File: src/rtl/pc_sequencer.sv
// Program-counter owner for the fetch stage: issues instruction-memory requests,
// applies exception/jump/branch redirects and stalls, and drops stale fetches.
module pc_sequencer #(
  parameter logic [7:0] RESET_PC   = 8'h00,
  parameter logic [7:0] EXC_VECTOR = 8'hF0,
  parameter int         PC_STEP    = 4
) (
  input  logic       clk,
  input  logic       rst_n,
  input  logic       stall,
  input  logic       branch_taken,
  input  logic [7:0] branch_target,
  input  logic       jump,
  input  logic [7:0] jump_target,
  input  logic       exc_req,
  output logic       imem_req,
  output logic [7:0] imem_addr,
  input  logic       imem_ack,
  output logic       instr_valid,
  output logic [7:0] instr_pc,
  output logic       flush
);

  localparam logic [7:0] STEP = 8'(PC_STEP);

  typedef enum logic [1:0] {BOOT, FETCH, HOLD, DRAIN} state_t;

  state_t     state;
  logic [7:0] pc;
  logic [7:0] target_q;
  logic       redirect;
  logic [7:0] target;

  always_comb begin
    redirect = exc_req | jump | branch_taken;
    if (exc_req)
      target = EXC_VECTOR;
    else if (jump)
      target = jump_target;
    else
      target = branch_target;
  end

  // The request line is held by the address register, so req/addr stay stable until ack.
  assign imem_addr = pc;

  always_ff @(posedge clk or negedge rst_n) begin
    if (!rst_n) begin
      state       <= BOOT;
      pc          <= RESET_PC;
      target_q    <= 8'h00;
      imem_req    <= 1'b0;
      instr_valid <= 1'b0;
      instr_pc    <= 8'h00;
      flush       <= 1'b0;
    end else begin
      instr_valid <= 1'b0;
      flush       <= 1'b0;
      case (state)
        BOOT: begin
          state    <= FETCH;
          imem_req <= 1'b1;
        end

        FETCH: begin
          if (imem_ack) begin
            if (redirect) begin
              pc    <= target;
              flush <= 1'b1;
            end else begin
              pc          <= pc + STEP;
              instr_valid <= 1'b1;
              instr_pc    <= pc;
            end
            if (stall) begin
              state    <= HOLD;
              imem_req <= 1'b0;
            end else begin
              state    <= FETCH;
              imem_req <= 1'b1;
            end
          end else if (redirect) begin
            // Request still outstanding: park the target until memory answers.
            target_q <= target;
            flush    <= 1'b1;
            state    <= DRAIN;
          end
        end

        DRAIN: begin
          if (redirect)
            flush <= 1'b1;
          if (imem_ack) begin
            pc <= redirect ? target : target_q;
            if (stall) begin
              state    <= HOLD;
              imem_req <= 1'b0;
            end else begin
              state    <= FETCH;
              imem_req <= 1'b1;
            end
          end else if (redirect) begin
            target_q <= target;
          end
        end

        HOLD: begin
          if (redirect) begin
            pc    <= target;
            flush <= 1'b1;
          end
          if (!stall) begin
            state    <= FETCH;
            imem_req <= 1'b1;
          end
        end

        default: begin
          state    <= BOOT;
          imem_req <= 1'b0;
        end
      endcase
    end
  end

endmodule

File: config.mk
export PLATFORM = sky130hd
export DESIGN_NAME = pc_sequencer
export DESIGN_NICKNAME = d
export VERILOG_FILES = /design/src/rtl/pc_sequencer.sv
export SDC_FILE = /design/constraint.sdc
export NUM_CORES = 1
export LEC_CHECK = 0
export ABC_AREA = 1
export CAP_MARGIN = 10
export CORE_MARGIN = 10
export CORE_UTILIZATION = 52
export DETAILED_ROUTE_END_ITERATION = 6
export PLACE_DENSITY = 0.95
export SLEW_MARGIN = 15
export SYNTH_ARGS = -nofsm -noshare
export SYNTH_HDL_FRONTEND = slang
export SYNTH_SLANG_ARGS = --single-unit
File: constraint.sdc
create_clock -name clk -period 1.9 [get_ports clk]
set_input_delay 0.285 -clock clk [delete_from_list [all_inputs] [get_ports clk]]
set_output_delay 0.285 -clock clk [all_outputs]
set_load 0.1 [all_outputs]
==> results.toml <==
[sta]
hold_slack_ps = 314
layout_min_cycle_time_ps = 1540
final-max-slew-violation-count = 0
fin_crit_sh = 0.813
setup_viol = 0
fmax_mhz = 647
finalSetupTns_ps = 0
tightest_slew_ps = 367
relSlewSlack = 0.755
finalHoldViolCount = 0
rsz0062_at_grt = "no"
fin_skew_ps = 6.13

[drt]
drt_wl_total_um = 4030
drtAntennaViolNets = 0
drtIter0Drc = 121
drc = 0
dr.pass1.iters = 4
wire_per_inst_um = 12.4
via_count = 1650
via_per_inst = 5.08

[logic_synthesis]
netlist_instances = 233
synth_area_um2 = 1670
synthFlopType = "dfrtp_1"
synth_edf_count = 0
synth_top_cell_area_share = 0.434
synth_area_per_cell_um2 = 7.17
yosys_warnings = 0
ys_ff_latch = 29
yosysTopAreaCell = "dfrtp_1"
async_flop_share = 1.00
postSynthNetCount = 257
synth_cell_types = 27
synth-seq-area-share = 0.434
yosys-top-cells-area = "dfrtp_1 43%, nand2_1 20%, nor2_1 5.6%, o21ai_0 4.2%, a21oi_1 3.6%"

[job]
max_cap_viol_count = 0

[worst_setup_path]
rr_endpoint = "imem_addr[1]"
start_kind = "input port"
cp.arrival_ps = 1810
path_class = "in -> reg"
crit_fanout = 12
r2r_slack_ps = 410
reg2reg_from = "state[1]"
critPathCaptureType = "register"
worstPathRequired_ps = 2160
rr_worst_depth = 7

[pwr]
p_sw_mw = 1.45
power_switching_share = 0.522
leakagePower_nw = 1.10
clkPwrFrac = 0.156
peakVddDrop_uv = 504
p_seq_frac = 0.315
p_int_mw = 1.33
p_per_area_nw_per_um2 = 1280
p_comb_frac = 0.529

[die]
initial_core_util = 0.548
rows = 20
core_area_um2 = 3050
die-height_um = 76.7
die-area_um2 = 5880
io_pins = 42
dieWidth_um = 76.7

[clock_network]
htree_levels = 2
hold_buffers = 0
clk_path_buf_depth = 2
cts_made_buffers = 5
clkLatencyLatePin_ps = 330
cts_root_buf = "clkbuf_4"
clock-sinks = 29
clk_pin_slew_ps = 100
post_cts_buffers = 0
cts_tree = "done"
cts-resized-gates = 0

[global_routing]
met2_usage = 0.233
overflow = 0
grt_max_degree = 30
grtUsageTotal = 0.141
grt_use_met1 = 0.156
grt_pass1_wl_um = 7000
antenna_found_initial = 0
grt-busiest-layer = "met2"
grt_pass1_vias = 1574
use_met3 = 0.0536

[min_path]
hold_path.class = "in -> async"

[final_layout]
antenna_cells = 0
finish.net_count = 304
synthToLayoutAreaGrowth_pct = 30.5
drive_above_1_share = 0.167

[outcome]
outcome = "complete, no violations"

[place]
gp_congestion = 0.838
port_buffers = 41
dp_hpwl_um = 3280
==> worst max path at each step <==
| stage | start | end | slack (ps) | cells past startpoint |
|---|---|---|---|---|
| after global placement | jump | instr_pc[6] | 80 | 8 |
| after global routing | jump | instr_pc[5] | 170 | 8 |
| after floorplan | imem_addr[3] | imem_addr[6] | 50 | 8 |
| after CTS | jump | instr_pc[5] | 360 | 8 |
| final | jump | instr_pc[5] | 360 | 8 |
| after detailed placement | jump | instr_pc[5] | 10 | 8 |
==> stage by stage <==
stage	area (µm²)	cells	util	power (mW)	worst slack (ps)
after floorplan	1670	233	-	1.98	49.0
after detailed placement	2110	317	0.691	2.37	13.2
after global placement	2110	317	0.691	2.34	79.8
final	2180	325	0.714	2.78	355
after CTS	2180	325	0.714	2.80	356
after global routing	2180	325	0.714	2.93	172
==> power groups by stage <==
stage,Combinational [mW],Clock [mW],Sequential (mW)
after detailed placement,1.48,0,0.890
after global placement,1.45,0,0.881
final,1.47,0.435,0.876
after global routing,1.56,0.466,0.900
after floorplan,0.337,0,1.64
after CTS,1.48,0.444,0.877
==> Yosys cell counts (2+ instances only) <==
library cell	n
inv_1	16
o211ai_1	3
o21ai_0	14
buf_6	4
a31oi_1	5
inv_2	3
nor2_4	2
nand2_2	5
nand2_1	87
a21oi_2	3
clkinv_1	2
a21oi_1	12
nand3_1	11
dfrtp_1	29
nor2_1	25
==> kinds of logic (layout without fill, tap and decap cells) <==
kind of cell,Yosys count,after routing,share of synthesized area
and+or+nand+nor,134,134,0.332
AOI/OAI and AO/OA,40,40,0.138
DFF,29,29,0.434
buffers and inverters,28,76,0.0831
adders and majority gates,1,1,0.00748
xor gates and xnor gates,1,1,0.00524
==> layout by cell type (no fill, tap or decap), types with 2 or more instances in the layout <==
cell / n
clkdlybuf4s50_1: 22
inv_1: 16
clkbuf_4: 5
dfrtp_1: 29
nand3_1: 11
buf_12: 3
a21oi_1: 12
nand2_1: 87
inv_2: 3
nand2_2: 5
clkbuf_8: 2
o211ai_1: 3
buf_4: 21
nor2_4: 2
a31oi_1: 5
clkinv_1: 2
nor2_1: 25
a21oi_2: 3
o21ai_0: 14
==> registers in the layout, summed over array words and instances (netlist names) <==
signal       flops
state            2
target_q         8
imem_req         1
instr_valid      1
instr_pc         8
imem_addr        8
flush            1
==> layer usage <==
layer	routed length, µm	vias to the layer above
met3	286	7
met5	0	-
met2	1930	63
met1	1720	743
met4	90	0
li1	-	837
==> critical path: stages <==
cell and delay [ps]:
clkdlybuf4s50_1 540, inv_4 150, nand2_2 100, nor2_1 170, inv_2 120, nor2_4 250
nor2_1 80, a21oi_1 110
==> layout make-up <==
cell class / count / area, µm²
clock buffer: 7 / 65.1
clock inverter: 1 / 5.00
fill: 275 / 872
inverter: 22 / 85.1
multi-input combinational: 176 / 807
sequential: 29 / 726
tap: 44 / 55.1
timing repair buffer: 46 / 438
(Power assumes the default switching activity.)
